**src/rtl/coef_pkg.sv**
```systemverilog
// Shared types and reset contents for the double-buffered coefficient store.
package coef_pkg;

    // Loader progress: waiting for a first word, or partway through a set.
    typedef enum logic {
        IDLE = 1'b0,
        LOAD = 1'b1
    } ld_state_t;

    localparam int DEFAULT_NTAPS = 32;

    // Antisymmetric high-pass set: tap[31-k] == -tap[k].
    localparam logic [15:0] DEFAULT_TAPS [DEFAULT_NTAPS] = '{
        16'hFFDF, 16'hFFD0, 16'hFFB9, 16'hFF91, 16'hFF4E, 16'hFEF0, 16'hFE6A, 16'hFDB5,
        16'hFCC8, 16'hFBA0, 16'hFA3B, 16'hF8A3, 16'hF6E9, 16'hF521, 16'hF36B, 16'h5099,
        16'hAF67, 16'h0C95, 16'h0ADF, 16'h0917, 16'h075D, 16'h05C5, 16'h0460, 16'h0338,
        16'h024B, 16'h0196, 16'h0110, 16'h00B2, 16'h006F, 16'h0047, 16'h0030, 16'h0021
    };

    // Reset value for tap idx; banks deeper than the default set are zero-filled.
    function automatic logic [15:0] default_tap(input int idx);
        if (idx < DEFAULT_NTAPS) begin
            return DEFAULT_TAPS[idx[4:0]];
        end
        return 16'h0000;
    endfunction

endpackage

```
**src/rtl/coef_loader_fsm.sv**
```systemverilog
// Loader control: word counter, framing check, shadow write strobe and the
// bank-ownership flags (active bank, shadow ready, busy, error).
module coef_loader_fsm
    import coef_pkg::*;
#(
    parameter int DEPTH = 32,
    localparam int ADDR_W = $clog2(DEPTH)
) (
    input  logic              clk,
    input  logic              rst,
    input  logic              accept,
    input  logic              ld_last,
    input  logic              swap_req,
    output logic              wr_en,
    output logic              wr_bank,
    output logic [ADDR_W-1:0] wr_addr,
    output logic              active_bank,
    output logic              shadow_ready,
    output logic              load_busy,
    output logic              load_err,
    output ld_state_t         state
);

    localparam logic [ADDR_W-1:0] LAST_IDX = ADDR_W'(DEPTH - 1);

    logic [ADDR_W-1:0] count;
    logic              swap_do;
    logic              at_last;

    // A swap is only honoured when a complete, clean set is waiting.
    assign swap_do = swap_req & shadow_ready;
    assign at_last = (count == LAST_IDX);

    // The write goes to whichever bank is shadow after this edge, so a first
    // word arriving alongside a swap lands in the bank being retired.
    assign wr_en   = accept;
    assign wr_addr = count;
    assign wr_bank = swap_do ? active_bank : ~active_bank;

    // Loader state, word counter and status flags.
    always_ff @(posedge clk or posedge rst) begin
        if (rst) begin
            state        <= IDLE;
            count        <= '0;
            active_bank  <= 1'b0;
            shadow_ready <= 1'b0;
            load_busy    <= 1'b0;
            load_err     <= 1'b0;
        end else begin
            if (swap_do) begin
                active_bank  <= ~active_bank;
                shadow_ready <= 1'b0;
            end
            if (accept) begin
                if (state == IDLE) begin
                    shadow_ready <= 1'b0;
                    load_err     <= 1'b0;
                    load_busy    <= 1'b1;
                end
                if (ld_last || at_last) begin
                    state     <= IDLE;
                    count     <= '0;
                    load_busy <= 1'b0;
                    if (ld_last && at_last) begin
                        shadow_ready <= 1'b1;
                    end else begin
                        load_err <= 1'b1;
                    end
                end else begin
                    state <= LOAD;
                    count <= count + 1'b1;
                end
            end
        end
    end

endmodule

```
**src/rtl/coef_bank_mem.sv**
```systemverilog
// Double-buffered FIR coefficient store. The filter reads the active bank
// with a registered one-cycle read; the host streams a new set into the
// shadow bank and promotes it with swap_req.
// Handshake: a load word transfers on a rising edge where ld_valid and
// ld_ready are both high; ld_ready is high in every loader state.
module coef_bank_mem
    import coef_pkg::*;
#(
    parameter int WIDTH = 16,
    parameter int DEPTH = 32,
    localparam int ADDR_W = $clog2(DEPTH)
) (
    input  logic              clk,
    input  logic              rst,
    input  logic              rd_en,
    input  logic [ADDR_W-1:0] rd_addr,
    output logic [WIDTH-1:0]  rd_data,
    output logic              rd_valid,
    input  logic              ld_valid,
    output logic              ld_ready,
    input  logic [WIDTH-1:0]  ld_data,
    input  logic              ld_last,
    input  logic              swap_req,
    output logic              active_bank,
    output logic              shadow_ready,
    output logic              load_busy,
    output logic              load_err
);

    logic [WIDTH-1:0]  bank0 [DEPTH];
    logic [WIDTH-1:0]  bank1 [DEPTH];
    logic              wr_en;
    logic              wr_bank;
    logic [ADDR_W-1:0] wr_addr;
    ld_state_t         loader_state;

    assign ld_ready = (loader_state == IDLE) || (loader_state == LOAD);

    coef_loader_fsm #(.DEPTH(DEPTH)) u_loader (
        .clk          (clk),
        .rst          (rst),
        .accept       (ld_valid & ld_ready),
        .ld_last      (ld_last),
        .swap_req     (swap_req),
        .wr_en        (wr_en),
        .wr_bank      (wr_bank),
        .wr_addr      (wr_addr),
        .active_bank  (active_bank),
        .shadow_ready (shadow_ready),
        .load_busy    (load_busy),
        .load_err     (load_err),
        .state        (loader_state)
    );

    // Coefficient storage: both banks come out of reset holding the default set.
    always_ff @(posedge clk or posedge rst) begin
        if (rst) begin
            for (int i = 0; i < DEPTH; i++) begin
                bank0[i] <= WIDTH'($signed(default_tap(i)));
                bank1[i] <= WIDTH'($signed(default_tap(i)));
            end
        end else if (wr_en) begin
            if (wr_bank) begin
                bank1[wr_addr] <= ld_data;
            end else begin
                bank0[wr_addr] <= ld_data;
            end
        end
    end

    // Registered tap read from the bank that is active at the request edge.
    always_ff @(posedge clk or posedge rst) begin
        if (rst) begin
            rd_data  <= '0;
            rd_valid <= 1'b0;
        end else begin
            rd_valid <= rd_en;
            if (rd_en) begin
                rd_data <= active_bank ? bank1[rd_addr] : bank0[rd_addr];
            end
        end
    end

endmodule

```
**config.mk**
```make
export PLATFORM = sky130hd
export DESIGN_NAME = coef_bank_mem
export DESIGN_NICKNAME = d
export VERILOG_FILES = /design/src/rtl/coef_pkg.sv /design/src/rtl/coef_loader_fsm.sv /design/src/rtl/coef_bank_mem.sv
export SDC_FILE = /design/constraint.sdc
export NUM_CORES = 2
export LEC_CHECK = 0
export BUFFER_PORTS_ARGS = -buffer_cell sky130_fd_sc_hd__buf_2
export CORE_ASPECT_RATIO = 1.25
export CORE_MARGIN = 1.5
export CORE_UTILIZATION = 60
export CTS_CLUSTER_SIZE = 30
export DETAILED_ROUTE_END_ITERATION = 10
export GPL_TIMING_DRIVEN = 0
export PLACE_DENSITY_LB_ADDON = 0.12
export SYNTH_ARGS = -nofsm -noshare
export SYNTH_HDL_FRONTEND = slang
export SYNTH_SLANG_ARGS = --single-unit
```
**constraint.sdc**
```tcl
create_clock -name clk -period 50.4 [get_ports clk]
set_input_delay 10.08 -clock clk [delete_from_list [all_inputs] [get_ports clk]]
set_output_delay 10.08 -clock clk [all_outputs]
set_load 0.02 [all_outputs]
```
### After elaboration in Yosys (flattened, before gate mapping)

Index checks and enable logic that the tools add are counted.

* input port bits: 27
* logic and storage cells: 113
* output and inout bits: 22
* flip-flop bits (word level): 1051

* mux-type cells: 24
* $add $sub $neg: 1
* reductions and logical operators: 6
* bitwise gates (word level): 5
* equal/unequal tests: 2
* $lt $le $gt $ge: 3

Operators with widths (number)
* 512-bit bitwise mux: 2
* 16-bit binary-select mux with 5-bit select: 2
* 16-bit two-way mux: 6
* 16-bit demux with 5-bit select: 1
* 6-bit greater-or-equal comparator (second input constant): 2
* 1-bit two-way mux: 12
* 5-bit NOT with 6-bit output: 2
* 6-bit by 1-bit < comparator with 1-bit output (second input constant): 1
* 2-bit AND reduction: 3
* 5-bit by 1-bit adder with 5-bit output (second input constant): 1
* 5-bit equality test (second input constant): 1
* 5-bit two-way mux: 1
* 1-bit logical AND: 2
* 2-bit inequality test (second input constant): 1
* 1-bit NOT: 2
* 1-bit AND: 1
* 1-bit logical OR: 1

### Longest topological paths before layout

* depth after elaboration: 6
* gate-level depth with buffers: 9
* mapped depth without buffers: 7

### Hierarchy

Synthesis repeated with hierarchy kept, for this count alone.

* cells, all modules: 3274
* area total of the unflattened synthesis: 48815.6 µm²

Modules (own cells, without submodules)
* coef_bank_mem: area each 48300.1 µm², cells each 3222, sequential area each 26685.6 µm², instances 1
* coef_loader_fsm: area each 515.5 µm², cells each 52, sequential area each 250.2 µm², instances 1

### Least setup slack after synthesis

No wires, ideal clock.

* path type: input port to flip-flop
* start: input port rd_addr[2]
* end: register rd_data[10]
* buffers on the path: 3
* slack: 38.523 ns
* arrival: 11.751 ns
* data required time: 50.274 ns
* stages on the path: 7
* library setup time: 0.126 ns
* path through: buf_6 -> buf_2 -> buf_1 -> mux4_2 -> a211oi_1 -> a21oi_1 -> a221o_1

* longest elaborated chain between the ends: 5
* elaborated cells between the ends (all ways): 8
* those cells by class: mux (7); bitwise (1)

RTL lines
* start: declaration: RTL line coef_bank_mem.sv:16 `input logic [ADDR_W-1:0] rd_addr,`
* 5-bit NOT with 6-bit output (implied by the code) (*): RTL line coef_bank_mem.sv:79 `rd_data <= active_bank ? bank1[rd_addr] : bank0[rd_addr];`
* 16-bit binary-select mux with 5-bit select: RTL line coef_bank_mem.sv:79
* 16-bit two-way mux (implied by the code) (2 in series): RTL line coef_bank_mem.sv:79
* 16-bit two-way mux (*): RTL line coef_bank_mem.sv:79
* end signal: assignment: RTL line coef_bank_mem.sv:79
* end: declaration: RTL line coef_bank_mem.sv:17 `output logic [WIDTH-1:0] rd_data,`

Mark *: on every way between the ends. The rest lies on a longest branch, timed or not. The select of a mux whose other input is x is not followed.
A chain may end at the register's enable or synchronous reset.

### Worst setup path after layout

* start: input port rd_addr[4]
* end: register rd_data[5]

Same word-level chain as after synthesis.

==> metrics.yaml <==
status:
  status: "finished clean"
sta:
  min_period_ns: 12.41
  hold_viol: 0
  worstMarginPinSlew_ns: 1.200
  finalSetupTns_ns: 0
  slew_violations: 0
  max_slew_margin_pct: 19.99
  setup_violations: 0
  max_freq_ghz: 0.08059
  whs_ns: 0.4834
  rsz0062_at_grt: "no"
  period_share_pct: 24.62
  fin_skew_ns: 0.01416
yosys:
  synth_edf_count: 0
  avgSynthCellArea_sq_um: 15.34
  mappedNetlistArea_sq_mm: 0.04911
  synthArstFlopShare_pct: 100.0
  synth.net_count: 3234
  synth_cells: 3201
  ys_types: 57
  ys_warn_count: 0
  yosysSeqAreaShare_pct: 54.85
  ys_ff_latch: 1051
  synth_top_flop_cell: "dfrtp_1"
critical_path:
  worstPathRequired_ns: 50.95
  criticalPathCategory: "input pin to flip-flop"
  r2r_slack_ns: 47.62
  end_kind: "flip-flop"
  path_max_fanout: 10
  startpoint_type: "input pin"
  worst_ep_arrival_time_ns: 12.96
flow_run:
  cap_violations: 0
power:
  swShare_pct: 23.47
  vdd_drop_max_uv: 26.79
  p_seq_share_pct: 49.0
  p_leak_nw: 24.24
  powerDensity_mw_per_mm2: 36.95
  p_clk_share_pct: 40.5
  power_frac_comb_pct: 10.5
  internal-power_w: 0.001539
  power_switching_w: 0.0004718
layout:
  final.fill_count: 5615
  layout_common_cells: "1,027 x mux2_2, 543 x dfrtp_1, 508 x dfstp_2"
  drive_above_1_share_pct: 62.14
  multi_input_area_sq_mm: 0.02061
  seq_area_sq_mm: 0.02694
  num_antenna_cells: 0
  finalNonFillerCells: 4499
  mostFrequentLayoutCell: "mux2_2"
  area_growth_pct: 10.79
  stdcell_area_sq_mm: 0.05440
  fin_nets: 3375
clock_tree:
  cts_setup_buffers: 0
  cts_root_buf: "clkbuf_16"
  path_clk_slew_ns: 0.06
  cts_resized: 0
  cts_sinks: 1051
  cts_tree: "built"
  clk_latency_ns: 0.68
  htreeDepth: 3
  hold_buffers: 0
  clockBufferDepth: 3
  numCtsBuffers: 103
global_routing:
  antenna_found_initial: 3
  track_usage_pct: 32.11
  grt_max_degree: 144
  grt_pass1_wl_mm: 198.6
  met3_usage_pct: 4.631
  gr-total-overflow: 0
  first_global_vias: 31590
  busiest_layer: "met2"
  grt_use_met2_pct: 56.89
  use_met1_pct: 39.09
route:
  dr.pass1.iters: 5
  route.detailed.drc: 0
  drt-total-wl_mm: 131.0
  drt_iter0_drc: 1978
  vias: 28630
  ant_nets: 0
  viasPerCell: 6.364
  avgRoutedWirePerCell_um: 29.12
die:
  dieArea_sq_mm: 0.08358
  die_y_um: 322.9
  core_area_sq_mm: 0.08125
  row_count: 117
  start_util_pct: 60.44
  ios: 49
  die-width_um: 258.9
placement:
  io_buffers: 27
  place.detailed.hpwl_mm: 98.47
  dpl.cell_count: 4308
  gp_congestion: 0.9048
  postPlaceCellArea_sq_mm: 0.05084
min_path:
  holdCritPathClass: "flip-flop to flip-flop"
## logic make-up after synthesis
family	synth area share [%]
adder cells (fa/ha/maj)	0.1529
AO/OA/AOI/OAI	2.882
multiplexers	36.17
flip-flops	54.85
other	0.007637
buffers and inverters	3.185
XOR/XNOR	0.01784
AND/OR/NAND/NOR	2.734
## registers in the layout (all words and copies together), names as in the netlist
name and cells:
bank0 512, bank1 512, rd_data 16, rd_valid 1, u_loader.active_bank 1, u_loader.load_busy 1
u_loader.load_err 1, u_loader.shadow_ready 1, u_loader.state 1, u_loader.wr_addr 5
## worst paths after layout
kind	from	endpoint	cells past startpoint
min in group asynchronous	rst	bank1[173]	2
max in group asynchronous	rst	bank1[306]	5
max reg2reg	u_loader.wr_addr[2]	bank0[243]	6
min reg2reg	u_loader.load_err	u_loader.load_err	2
max	rd_addr[4]	rd_data[5]	8
min	u_loader.load_err	u_loader.load_err	2
## synthesized netlist by cell type, drive strengths merged (3+ instances only)
library cell | count | share of area, %
mux2 | 1031 | 24
dfrtp | 543 | 28
dfstp | 508 | 27
mux2i | 196 | 4.0
mux4 | 186 | 8.5
buf | 159 | 2.0
clkbuf | 144 | 1.1
nor2 | 81 | 1.0
o22ai | 50 | 0.64
a21oi | 47 | 0.48
nand2 | 39 | 0.47
nor2b | 32 | 0.41
a211oi | 31 | 0.47
a31oi | 16 | 0.20
o22a | 16 | 0.29
a2111oi | 15 | 0.27
a221o | 15 | 0.31
nand3 | 14 | 0.14
and3 | 10 | 0.13
inv | 8 | 0.061
nor3 | 7 | 0.094
o21ai | 7 | 0.071
ha | 6 | 0.15
nand4b | 5 | 0.11
a22oi | 4 | 0.061
or3 | 4 | 0.051
nand2b | 3 | 0.038
## metal layers
layer	up-vias	routed length, um
met1	15380	50270
met2	858	68650
met5	-	23
met3	299	6417
met4	4	5648
li1	12090	-
## critical path, stage by stage
cell and delay, ns:
buf_2 0.17, buf_2 0.33, buf_2 0.45, buf_2 0.57, buf_2 0.51, mux2i_1 0.35, a21oi_1 0.14, a221o_1 0.33
## area by class of cell
type | instances | share of cell area [%]
Timing Repair Buffer | 36 | 0.7037
Tap cell | 1071 | 2.463
Inverter | 8 | 0.06899
Sequential cell | 1051 | 49.51
Clock buffer | 156 | 5.623
Clock inverter | 35 | 0.9360
Multi-Input combinational cell | 1839 | 37.88
Buffer | 303 | 2.820
## per-stage QoR
step	setup slack [ns]	total power (W)	util (%)
6_report	37.99	0.002010	66.96
5_1_grt	37.89	0.002075	66.96
4_1_cts	38.10	0.002016	66.96
3_5_place_dp	37.40	0.001207	62.57
3_3_place_gp	3.895	0.001188	62.26
2_1_floorplan	11.58	0.001144	-
## power groups by stage
stage	logic, W	registers, W	clock network, W
floorplan	0.000160	0.000984	0
global placement	0.000197	0.000990	0
detailed placement	0.000210	0.000998	0
CTS	0.000211	0.000985	0.000821
global route	0.000225	0.000994	0.000856
finish	0.000211	0.000986	0.000814
No activity file was read; power rests on OpenSTA's default activity.
